--- src/rtl/opb_master_simulink2bus_pkg.sv ---
// Shared types, response codes and bus bit-order helpers for the OPB single-beat master.
package opb_master_simulink2bus_pkg;

  typedef enum logic [2:0] {
    ST_IDLE,
    ST_REQ,
    ST_XFER,
    ST_BACKOFF,
    ST_RESP
  } state_t;

  localparam logic [1:0] RSP_OK    = 2'b00;
  localparam logic [1:0] RSP_ERR   = 2'b01;
  localparam logic [1:0] RSP_TOUT  = 2'b10;
  localparam logic [1:0] RSP_RETRY = 2'b11;

  typedef logic [0:31] opbWord_t;
  typedef logic [0:3]  opbBe_t;

  // OPB numbers bits MSB-first: user bit 31 lands on bus bit 0.
  function automatic opbWord_t toOpbWord(input logic [31:0] v);
    opbWord_t r;
    for (int i = 0; i < 32; i++) r[i] = v[31-i];
    return r;
  endfunction

  function automatic logic [31:0] fromOpbWord(input opbWord_t v);
    logic [31:0] r;
    for (int i = 0; i < 32; i++) r[31-i] = v[i];
    return r;
  endfunction

  function automatic opbBe_t toOpbBe(input logic [3:0] v);
    opbBe_t r;
    for (int i = 0; i < 4; i++) r[i] = v[3-i];
    return r;
  endfunction

endpackage

--- src/rtl/opb_master_simulink2bus_if.sv ---
// User command/response handshake plus OPB master-side bus signals.
interface opb_master_simulink2bus_if;

  logic        cmd_valid;
  logic        cmd_ready;
  logic        cmd_rnw;
  logic [31:0] cmd_addr;
  logic [31:0] cmd_wdata;
  logic [3:0]  cmd_be;

  logic        rsp_valid;
  logic [31:0] rsp_rdata;
  logic [1:0]  rsp_code;

  logic        M_request;
  logic        M_busLock;
  logic        M_select;
  logic        M_RNW;
  logic        M_seqAddr;
  logic [0:3]  M_BE;
  logic [0:31] M_ABus;
  logic [0:31] M_DBus;

  logic        OPB_MGrant;
  logic        OPB_xferAck;
  logic        OPB_errAck;
  logic        OPB_retry;
  logic        OPB_timeout;
  logic [0:31] OPB_DBus;

  modport master (
    input  cmd_valid, cmd_rnw, cmd_addr, cmd_wdata, cmd_be,
    output cmd_ready, rsp_valid, rsp_rdata, rsp_code,
    output M_request, M_busLock, M_select, M_RNW, M_seqAddr, M_BE, M_ABus, M_DBus,
    input  OPB_MGrant, OPB_xferAck, OPB_errAck, OPB_retry, OPB_timeout, OPB_DBus
  );

  modport slave (
    output cmd_valid, cmd_rnw, cmd_addr, cmd_wdata, cmd_be,
    input  cmd_ready, rsp_valid, rsp_rdata, rsp_code,
    input  M_request, M_busLock, M_select, M_RNW, M_seqAddr, M_BE, M_ABus, M_DBus,
    output OPB_MGrant, OPB_xferAck, OPB_errAck, OPB_retry, OPB_timeout, OPB_DBus
  );

endinterface

--- src/rtl/opb_master_simulink2bus.sv ---
// Single-beat OPB bus master: turns one user command into one OPB transfer
// with retry back-off, grant watchdog and a one-cycle response strobe.
module opb_master_simulink2bus
  import opb_master_simulink2bus_pkg::*;
#(
  parameter int    C_OPB_AWIDTH = 32,
  parameter int    C_OPB_DWIDTH = 32,
  parameter string C_FAMILY     = "virtex5",
  parameter int    C_MAX_RETRY  = 4,
  parameter int    C_GRANT_WDOG = 64
) (
  input logic                        OPB_Clk,
  input logic                        OPB_Rst,
  opb_master_simulink2bus_if.master  bus
);

  localparam int         WDOG_W    = $clog2(C_GRANT_WDOG + 1);
  localparam logic [3:0] MAX_RETRY = 4'(C_MAX_RETRY);

  state_t                    r_state;
  logic [3:0]                r_retry;
  logic [WDOG_W-1:0]         r_wdog;
  logic                      r_rnw;
  logic [C_OPB_AWIDTH-1:0]   r_addr;
  logic [C_OPB_DWIDTH-1:0]   r_wdata;
  logic [3:0]                r_be;

  logic                      r_cmdReady;
  logic                      r_rspValid;
  logic [31:0]               r_rspRdata;
  logic [1:0]                r_rspCode;
  logic                      r_request;
  logic                      r_select;
  logic                      r_mRnw;
  opbBe_t                    r_mBe;
  opbWord_t                  r_mAbus;
  opbWord_t                  r_mDbus;

  state_t                    w_stateNext;
  logic [1:0]                w_codeNext;
  logic                      w_captureRead;
  logic                      w_accept;
  logic [3:0]                w_retryNext;
  logic [3:0]                w_retryInc;
  logic [WDOG_W-1:0]         w_wdogNext;

  assign w_retryInc = (r_retry == 4'hF) ? 4'hF : r_retry + 4'd1;

  // Next-state logic; the response code is only non-zero on edges into RESP.
  always_comb begin
    w_stateNext   = r_state;
    w_codeNext    = RSP_OK;
    w_captureRead = 1'b0;
    w_accept      = 1'b0;
    w_retryNext   = r_retry;
    w_wdogNext    = r_wdog;
    case (r_state)
      ST_IDLE: begin
        if (bus.cmd_valid && r_cmdReady) begin
          w_accept    = 1'b1;
          w_retryNext = '0;
          w_wdogNext  = '0;
          w_stateNext = ST_REQ;
        end
      end
      ST_REQ: begin
        if (bus.OPB_MGrant) begin
          w_stateNext = ST_XFER;
        end else if (r_wdog == WDOG_W'(C_GRANT_WDOG - 1)) begin
          w_codeNext  = RSP_TOUT;
          w_stateNext = ST_RESP;
        end else begin
          w_wdogNext = r_wdog + 1'b1;
        end
      end
      ST_XFER: begin
        if (bus.OPB_errAck) begin
          w_codeNext  = RSP_ERR;
          w_stateNext = ST_RESP;
        end else if (bus.OPB_xferAck) begin
          w_captureRead = r_rnw;
          w_stateNext   = ST_RESP;
        end else if (bus.OPB_retry) begin
          w_retryNext = w_retryInc;
          if (w_retryInc >= MAX_RETRY) begin
            w_codeNext  = RSP_RETRY;
            w_stateNext = ST_RESP;
          end else begin
            w_stateNext = ST_BACKOFF;
          end
        end else if (bus.OPB_timeout) begin
          w_codeNext  = RSP_TOUT;
          w_stateNext = ST_RESP;
        end
      end
      ST_BACKOFF: begin
        w_wdogNext  = '0;
        w_stateNext = ST_REQ;
      end
      ST_RESP:  w_stateNext = ST_IDLE;
      default:  w_stateNext = ST_IDLE;
    endcase
  end

  // Outputs are decoded from the next state so every port comes straight off a flop.
  always_ff @(posedge OPB_Clk or posedge OPB_Rst) begin
    if (OPB_Rst) begin
      r_state    <= ST_IDLE;
      r_retry    <= '0;
      r_wdog     <= '0;
      r_rnw      <= 1'b0;
      r_addr     <= '0;
      r_wdata    <= '0;
      r_be       <= '0;
      r_cmdReady <= 1'b0;
      r_rspValid <= 1'b0;
      r_rspRdata <= '0;
      r_rspCode  <= RSP_OK;
      r_request  <= 1'b0;
      r_select   <= 1'b0;
      r_mRnw     <= 1'b0;
      r_mBe      <= '0;
      r_mAbus    <= '0;
      r_mDbus    <= '0;
    end else begin
      r_state    <= w_stateNext;
      r_retry    <= w_retryNext;
      r_wdog     <= w_wdogNext;
      if (w_accept) begin
        r_rnw   <= bus.cmd_rnw;
        r_addr  <= bus.cmd_addr;
        r_wdata <= bus.cmd_wdata;
        r_be    <= bus.cmd_be;
      end
      r_cmdReady <= (w_stateNext == ST_IDLE);
      r_request  <= (w_stateNext == ST_REQ);
      r_select   <= (w_stateNext == ST_XFER);
      r_rspValid <= (w_stateNext == ST_RESP);
      r_rspCode  <= w_codeNext;
      r_rspRdata <= w_captureRead ? fromOpbWord(bus.OPB_DBus) : '0;
      if (w_stateNext == ST_XFER) begin
        r_mRnw  <= r_rnw;
        r_mBe   <= toOpbBe(r_be);
        r_mAbus <= toOpbWord(r_addr);
        r_mDbus <= r_rnw ? '0 : toOpbWord(r_wdata);
      end else begin
        r_mRnw  <= 1'b0;
        r_mBe   <= '0;
        r_mAbus <= '0;
        r_mDbus <= '0;
      end
    end
  end

  assign bus.cmd_ready = r_cmdReady;
  assign bus.rsp_valid = r_rspValid;
  assign bus.rsp_rdata = r_rspRdata;
  assign bus.rsp_code  = r_rspCode;
  assign bus.M_request = r_request;
  assign bus.M_busLock = 1'b0;
  assign bus.M_select  = r_select;
  assign bus.M_RNW     = r_mRnw;
  assign bus.M_seqAddr = 1'b0;
  assign bus.M_BE      = r_mBe;
  assign bus.M_ABus    = r_mAbus;
  assign bus.M_DBus    = r_mDbus;

endmodule

--- src/flat_wrapper.sv ---
// flat-port wrapper written by rule: the top's interface ports become plain ports
module opb_master_simulink2bus_flat import opb_master_simulink2bus_pkg::*;
#(
  parameter int    C_OPB_AWIDTH = 32,
  parameter int    C_OPB_DWIDTH = 32,
  parameter string C_FAMILY     = "       ",
  parameter int    C_MAX_RETRY  = 4,
  parameter int    C_GRANT_WDOG = 64
)
  (OPB_Clk, OPB_Rst, bus_cmd_valid, bus_cmd_rnw, bus_cmd_addr, bus_cmd_wdata, bus_cmd_be, bus_cmd_ready, bus_rsp_valid, bus_rsp_rdata, bus_rsp_code, bus_M_request, bus_M_busLock, bus_M_select, bus_M_RNW, bus_M_seqAddr, bus_M_BE, bus_M_ABus, bus_M_DBus, bus_OPB_MGrant, bus_OPB_xferAck, bus_OPB_errAck, bus_OPB_retry, bus_OPB_timeout, bus_OPB_DBus);
  opb_master_simulink2bus_if bus_i ();
  input logic OPB_Clk;
  input logic OPB_Rst;
  input wire logic [$bits(bus_i.cmd_valid)-1:0] bus_cmd_valid;
  input wire logic [$bits(bus_i.cmd_rnw)-1:0] bus_cmd_rnw;
  input wire logic [$bits(bus_i.cmd_addr)-1:0] bus_cmd_addr;
  input wire logic [$bits(bus_i.cmd_wdata)-1:0] bus_cmd_wdata;
  input wire logic [$bits(bus_i.cmd_be)-1:0] bus_cmd_be;
  output wire logic [$bits(bus_i.cmd_ready)-1:0] bus_cmd_ready;
  output wire logic [$bits(bus_i.rsp_valid)-1:0] bus_rsp_valid;
  output wire logic [$bits(bus_i.rsp_rdata)-1:0] bus_rsp_rdata;
  output wire logic [$bits(bus_i.rsp_code)-1:0] bus_rsp_code;
  output wire logic [$bits(bus_i.M_request)-1:0] bus_M_request;
  output wire logic [$bits(bus_i.M_busLock)-1:0] bus_M_busLock;
  output wire logic [$bits(bus_i.M_select)-1:0] bus_M_select;
  output wire logic [$bits(bus_i.M_RNW)-1:0] bus_M_RNW;
  output wire logic [$bits(bus_i.M_seqAddr)-1:0] bus_M_seqAddr;
  output wire logic [$bits(bus_i.M_BE)-1:0] bus_M_BE;
  output wire logic [$bits(bus_i.M_ABus)-1:0] bus_M_ABus;
  output wire logic [$bits(bus_i.M_DBus)-1:0] bus_M_DBus;
  input wire logic [$bits(bus_i.OPB_MGrant)-1:0] bus_OPB_MGrant;
  input wire logic [$bits(bus_i.OPB_xferAck)-1:0] bus_OPB_xferAck;
  input wire logic [$bits(bus_i.OPB_errAck)-1:0] bus_OPB_errAck;
  input wire logic [$bits(bus_i.OPB_retry)-1:0] bus_OPB_retry;
  input wire logic [$bits(bus_i.OPB_timeout)-1:0] bus_OPB_timeout;
  input wire logic [$bits(bus_i.OPB_DBus)-1:0] bus_OPB_DBus;
  assign bus_i.cmd_valid = bus_cmd_valid;
  assign bus_i.cmd_rnw = bus_cmd_rnw;
  assign bus_i.cmd_addr = bus_cmd_addr;
  assign bus_i.cmd_wdata = bus_cmd_wdata;
  assign bus_i.cmd_be = bus_cmd_be;
  assign bus_cmd_ready = bus_i.cmd_ready;
  assign bus_rsp_valid = bus_i.rsp_valid;
  assign bus_rsp_rdata = bus_i.rsp_rdata;
  assign bus_rsp_code = bus_i.rsp_code;
  assign bus_M_request = bus_i.M_request;
  assign bus_M_busLock = bus_i.M_busLock;
  assign bus_M_select = bus_i.M_select;
  assign bus_M_RNW = bus_i.M_RNW;
  assign bus_M_seqAddr = bus_i.M_seqAddr;
  assign bus_M_BE = bus_i.M_BE;
  assign bus_M_ABus = bus_i.M_ABus;
  assign bus_M_DBus = bus_i.M_DBus;
  assign bus_i.OPB_MGrant = bus_OPB_MGrant;
  assign bus_i.OPB_xferAck = bus_OPB_xferAck;
  assign bus_i.OPB_errAck = bus_OPB_errAck;
  assign bus_i.OPB_retry = bus_OPB_retry;
  assign bus_i.OPB_timeout = bus_OPB_timeout;
  assign bus_i.OPB_DBus = bus_OPB_DBus;
  opb_master_simulink2bus #(.C_OPB_AWIDTH(C_OPB_AWIDTH), .C_OPB_DWIDTH(C_OPB_DWIDTH), .C_FAMILY(C_FAMILY), .C_MAX_RETRY(C_MAX_RETRY), .C_GRANT_WDOG(C_GRANT_WDOG)) u_core (.OPB_Clk(OPB_Clk), .OPB_Rst(OPB_Rst), .bus(bus_i));
endmodule
--- config.mk ---
export PLATFORM = sky130hd
export DESIGN_NAME = opb_master_simulink2bus_flat
export DESIGN_NICKNAME = d
export VERILOG_FILES = /design/src/rtl/opb_master_simulink2bus_pkg.sv /design/src/rtl/opb_master_simulink2bus_if.sv /design/src/rtl/opb_master_simulink2bus.sv /design/src/flat_wrapper.sv
export SDC_FILE = /design/constraint.sdc
export NUM_CORES = 1
export LEC_CHECK = 0
export ABC_CLOCK_PERIOD_IN_PS = 6550
export CORE_MARGIN = 4
export CORE_UTILIZATION = 35
export DETAILED_ROUTE_END_ITERATION = 8
export PLACE_DENSITY = 0.6
export SYNTH_ARGS = -nofsm -noshare
export SYNTH_HDL_FRONTEND = slang
export SYNTH_SLANG_ARGS = --single-unit
--- constraint.sdc ---
create_clock -name OPB_Clk -period 6.55 [get_ports OPB_Clk]
set_clock_uncertainty 0.15 [all_clocks]
set_input_delay 0.655 -clock OPB_Clk [delete_from_list [all_inputs] [get_ports OPB_Clk]]
set_output_delay 0.655 -clock OPB_Clk [all_outputs]
set_load 0.02 [all_outputs]
Yosys cells after proc, flatten, opt, wreduce, memory -nomap -nowiden
Index checks and enable logic that the tools add are counted.
- $lt $le $gt $ge: 1
- eq/ne operators: 14
- bitwise operators: 0
- shift-type cells: 0
- divide/modulo/power cells: 0
- multiply operators: 0
- multiplexer cells: 38
- add/sub/neg operators: 2
- reduce and logical (&&, ||, !) cells: 7
- operator list (operator ; number):
    $mux 32 ; 4
    $mux 3 ; 8
    $mux 4 ; 6
    $mux 7 ; 3
    $pmux 7 s3 ; 1
    $mux 2 ; 7
    $pmux 3 s4 ; 1
    $ne 2x2->1 const B ; 5
    $eq 3x2->1 const B ; 3
    $pmux 4 s2 ; 1
    $add 7x1->7 const B ; 1
    $eq 7x6->1 const B ; 1
    $eq 3x1->1 const B ; 2
    $logic_not 3->1 ; 2
    $mux 1 ; 6
    $reduce_and 5->1 ; 1
    $add 4x1->4 const B ; 1
    $eq 4x4->1 const B ; 1
    $ge 4x3->1 const B ; 1
    $pmux 2 s2 ; 1
    $reduce_and 4->1 ; 1
    $eq 3x3->1 const B ; 1
    $reduce_bool 3->1 ; 1
    $ne 2x1->1 const B ; 1
    2 further kinds ; 2
- output and inout bits: 109
- register bits: 190
- memory bits (writable): 0
- bits in read-only memories: 0
- latch bits: 0
- logic and storage cells: 79
- memories kept: 0
- bits of input ports: 109

Depth between registers and ports, before layout
- word-level depth: 10
- gate-level depth with buffers: 9
- mapped depth without buffers: 7

Least setup slack after synthesis
OpenSTA, ideal clock, no wires.
- kind: input port to flip-flop
- start: in bus_OPB_MGrant
- end: reg u_core.r_mAbus[21], in the netlist u_core.bus.M_ABus[10]
- stages: 8
- required time: 6280 ps
- library setup time: 120 ps
- arrival: 2070 ps
- buffers on the path: 2
- setup slack: 4211 ps
- path through: nor4b_1 -> a21bo_2 -> and2_1 -> buf_2 -> clkinv_1 -> nor3b_2 -> clkbuf_1 -> and3_1
- word-level cells in the longest chain between the ends: 4
- RTL lines (item ; RTL line ; source):
    from (decl) ; flat_wrapper.sv:31 ; input wire logic [$bits(bus_i.OPB_MGrant)-1:0] bus_OPB_MGrant;
    $mux 3 ; opb_master_simulink2bus.sv:67 ; if (bus.OPB_MGrant) begin
    $pmux 3 s4 ; opb_master_simulink2bus.sv:57 ; case (r_state)
    $eq 3x2->1 ; opb_master_simulink2bus.sv:141 ; if (w_stateNext == ST_XFER) begin
    $mux 32 ; opb_master_simulink2bus.sv:141 ;
    to (signal assigned) ; opb_master_simulink2bus.sv:144 ; r_mAbus <= toOpbWord(r_addr);
    to (decl) ; opb_master_simulink2bus.sv:36 ; opbWord_t r_mAbus;
No other way between the ends.
A chain may end at the register's enable or synchronous reset.

Worst setup path in the final report
- start: reg u_core.r_retry[0]
- end: reg u_core.r_mAbus[27], in the netlist u_core.bus.M_ABus[4]
- word-level cells in the longest chain between the ends: 10
- elaborated cells on any way between the ends: 11
- those cells by class: 1 x add/sub; 1 x order compare; 2 x eq/ne; 7 x mux
- RTL lines (item ; RTL line ; source):
    from (decl) ; opb_master_simulink2bus.sv:21 ; logic [3:0] r_retry;
    from (signal assigned) ; opb_master_simulink2bus.sv:127 ; r_retry <= w_retryNext;
    $add 4x1->4 / $eq 4x4->1 (equally long branches) ; opb_master_simulink2bus.sv:47 ; assign w_retryInc = (r_retry == 4'hF) ? 4'hF : r_retry + 4'd1;
    $mux 4 (*) ; opb_master_simulink2bus.sv:47 ;
    $ge 4x3->1 (*) ; opb_master_simulink2bus.sv:85 ; if (w_retryInc >= MAX_RETRY) begin
    $mux 3 (*) ; opb_master_simulink2bus.sv:85 ;
    $mux 3 (*) ; opb_master_simulink2bus.sv:83 ; end else if (bus.OPB_retry) begin
    $mux 3 (*) ; opb_master_simulink2bus.sv:80 ; end else if (bus.OPB_xferAck) begin
    $mux 3 (*) ; opb_master_simulink2bus.sv:77 ; if (bus.OPB_errAck) begin
    $pmux 3 s4 (*) ; opb_master_simulink2bus.sv:57 ;
    named net u_core.w_stateNext[2] ; opb_master_simulink2bus.sv:39 ; state_t w_stateNext;
    $eq 3x2->1 (*) ; opb_master_simulink2bus.sv:141 ;
    $mux 32 (*) ; opb_master_simulink2bus.sv:141 ;
The timed path passes the listed nets; every way through them passes the cells marked *.

==> results by group <==
Status
  • Status: finished clean

Route
  • WL final: 15,800 um
  • Met3 WL: 1380 um
  • Remaining DRCs: 0
  • Met2 wire length: 7840 um
  • Avg WL per Cell: 16.4 um
  • Routed vias/inst: 4.58
  • Post-DRT Antenna Nets: 0
  • WL met1: 6300 um
  • Top Layer Used: met4
  • Iter 0 DRT Violations: 155
  • Vias: 4,418
  • 1st-pass router iterations: 4

Final layout
  • Most frequent cells in the layout: clkdlybuf4s50_1, dfrtp_1, mux2_2
  • Commonest non-fill, non-tap cell in the layout: clkdlybuf4s50_1
  • Layout cell share with drive strength beyond 1: 0.209
  • Area grow syn2layout: 42.4%
  • Antenna Cells: 0
  • Fillcell total: 1,724
  • # nets final: 798

CTS
  • CTS tree: built
  • Clock-pin slew on the worst setup and hold paths: 70 ps
  • Worst skew pair latency: 420 ps
  • Post-CTS sizing: 0
  • Clk sinks: 190
  • CTS Root Cell: clkbuf_16
  • Clk buf depth: 2
  • # Post-CTS Setup Buffers: 0
  • Cts hold-fix bufs: 0
  • Cts bufs inserted: 17
  • H-Tree Depth: 4

Global routing
  • Antenna violations before repair: 0
  • Gr usage total: 0.145
  • Gr ovfl total: 0
  • First-pass GRT wire length: 25,200 um
  • Vias in the first global route: 4,714
  • Largest net degree at the start of global routing: 133

Synthesis
  • Yosys warnings: 0
  • Yosys cell types: 47
  • Dominant synthesized flop cell: dfrtp_1
  • Synth async-reset ratio: 1.00
  • Sequential cell area fraction in the yosys report: 0.672
  • Synthesized instance count: 477
  • EDFF count, synth: 0
  • #FFs+latches synth: 190
  • Mean Syn Cell Area: 14.8 sq um
  • Post-Syn Area: 7080 sq um

Floorplanning
  • Die width: 150 um
  • Starting Density: 0.360
  • IO Count: 218
  • Rows: 51
  • DIE AREA: 22,600 sq um
  • Core area: 19,700 sq um
  • Die H: 150 um

Worst setup path
  • R2r startpoint: u_core.r_retry[0]$_DFFE_PP0P_
  • Critical Path Start Type: register
  • CP Capture Type: register
  • Crit path kind: register to register
  • CP Data Required Time: 6740 ps
  • CP max FO: 37
  • CP arrival: 3310 ps
  • Critical path startpoint: u_core.r_retry[0]$_DFFE_PP0P_

STA
  • Worst slew margin: 0.229
  • Setup Viol. Count Final: 0
  • Final hold vios: 0
  • Max Slew Vio Count: 0
  • Fmax: 0.321 GHz
  • RSZ-0062 raised after global routing: false
  • Tmin final: 3120 ps
  • Period utilization: 0.476
  • Setup TNS: 0 ps
  • Slew @ Worst Pin: 1160 ps

Placement
  • Detail Placement HPWL: 10,900 um
  • IO Port Bufs: 215
  • GPL Wtd Cong: 0.775

Min path
  • Hold Path Origin: u_core.r_addr[31]$_DFFE_PP0P_
  • Hold Crit Class: register to register

Power
  • Max VDD drop: 178 uV
  • PD cells: 367 nW/um^2
  • Pleak: 0.00450 uW
  • Pwr Total: 3700 uW

Job
  • Max-Cap Viols: 0
registers in the layout (all words and copies together), names as in the netlist, 7 cells and up:
name	count
u_core.bus.M_ABus	32
u_core.bus.M_DBus	32
u_core.bus.rsp_rdata	32
u_core.r_addr	32
u_core.r_wdata	32
u_core.r_wdog	7
layout make-up:
class / count / area, sq um / share of cell area
Timing Repair Buffer: 219 / 2180 / 0.217
Inverter: 7 / 33.8 / 0.00335
Clock inverter: 14 / 181 / 0.0180
Sequential cell: 190 / 4760 / 0.472
Clock buffer: 17 / 425 / 0.0422
Multi-Input combinational cell: 252 / 2170 / 0.215
Tap cell: 265 / 332 / 0.0329
cells in the mapped netlist, types with 2 or more instances:
cell type  number  share of area
buf_6           3         0.0048
o211ai_1        3         0.0032
nor2_1          7         0.0037
inv_1           6         0.0032
mux2_2         71           0.11
and2_1         34          0.030
xnor2_1         4         0.0049
and3_1         39          0.034
a21oi_1         8         0.0057
a21boi_0        2         0.0021
nand2_1        11         0.0058
dfrtp_1       190           0.67
nor3b_2        30          0.053
nor3_1          3         0.0021
buf_2           3         0.0021
buf_4           3         0.0032
o21ai_0         3         0.0021
clkbuf_1       19          0.010
nand3_1         5         0.0035
nor3b_1         5         0.0053
ha_1            2         0.0035
stage by stage:
step | utilization | area (sq um) | instances | hold WS (ps) | setup slack, ps
5_1_grt | 0.513 | 10100 | 964 | 360 | 3170
2_1_floorplan | - | 7080 | 478 | 315 | 575
3_3_place_gp | 0.482 | 9470 | 933 | 327 | 3110
3_5_place_dp | 0.482 | 9470 | 933 | 333 | 2970
4_1_cts | 0.513 | 10100 | 964 | 348 | 3400
6_report | 0.513 | 10100 | 964 | 347 | 3430
power breakdown:
group,internal [uW],leakage [uW],switching (uW)
Sequential,1480,0.00249,133
Clock,608,0.000294,450
Combinational,533,0.00172,495
cells by family after synthesis:
group,count (synthesis),synth area share
buf+inv,36,0.0244
mux,72,0.114
simple gates,147,0.155
compound gates,25,0.0258
fa+ha+maj,2,0.00354
other cells,1,0.000530
xor+xnor,4,0.00495
flops,190,0.672
critical path, cell delays in order, from the launching register on:
cell and delay (ps):
dfrtp_1 390, ha_1 260, nand2_1 150, o311ai_1 490, o211ai_1 300, nor3b_4 1000
and3_1 290
final timing paths:
kind	to	slack, ps	cells past startpoint
max	u_core.bus.M_ABus[4]$_DFF_PP0_	3430	6
min	u_core.bus.M_ABus[0]$_DFF_PP0_	350	1
max reg2reg	u_core.bus.M_ABus[4]$_DFF_PP0_	3430	6
min reg2reg	u_core.bus.M_ABus[0]$_DFF_PP0_	350	1
max in group asynchronous	u_core.bus.M_ABus[18]$_DFF_PP0_	4280	3
min in group asynchronous	u_core.bus.M_DBus[21]$_DFF_PP0_	690	2
metal layers:
layer / track usage / up-vias
met5: 0 / -
met4: 0.0467 / 0
met3: 0.0644 / 12
met2: 0.235 / 148
met1: 0.174 / 2205
li1: - / 2053
Power figures use the tool's default switching activity.
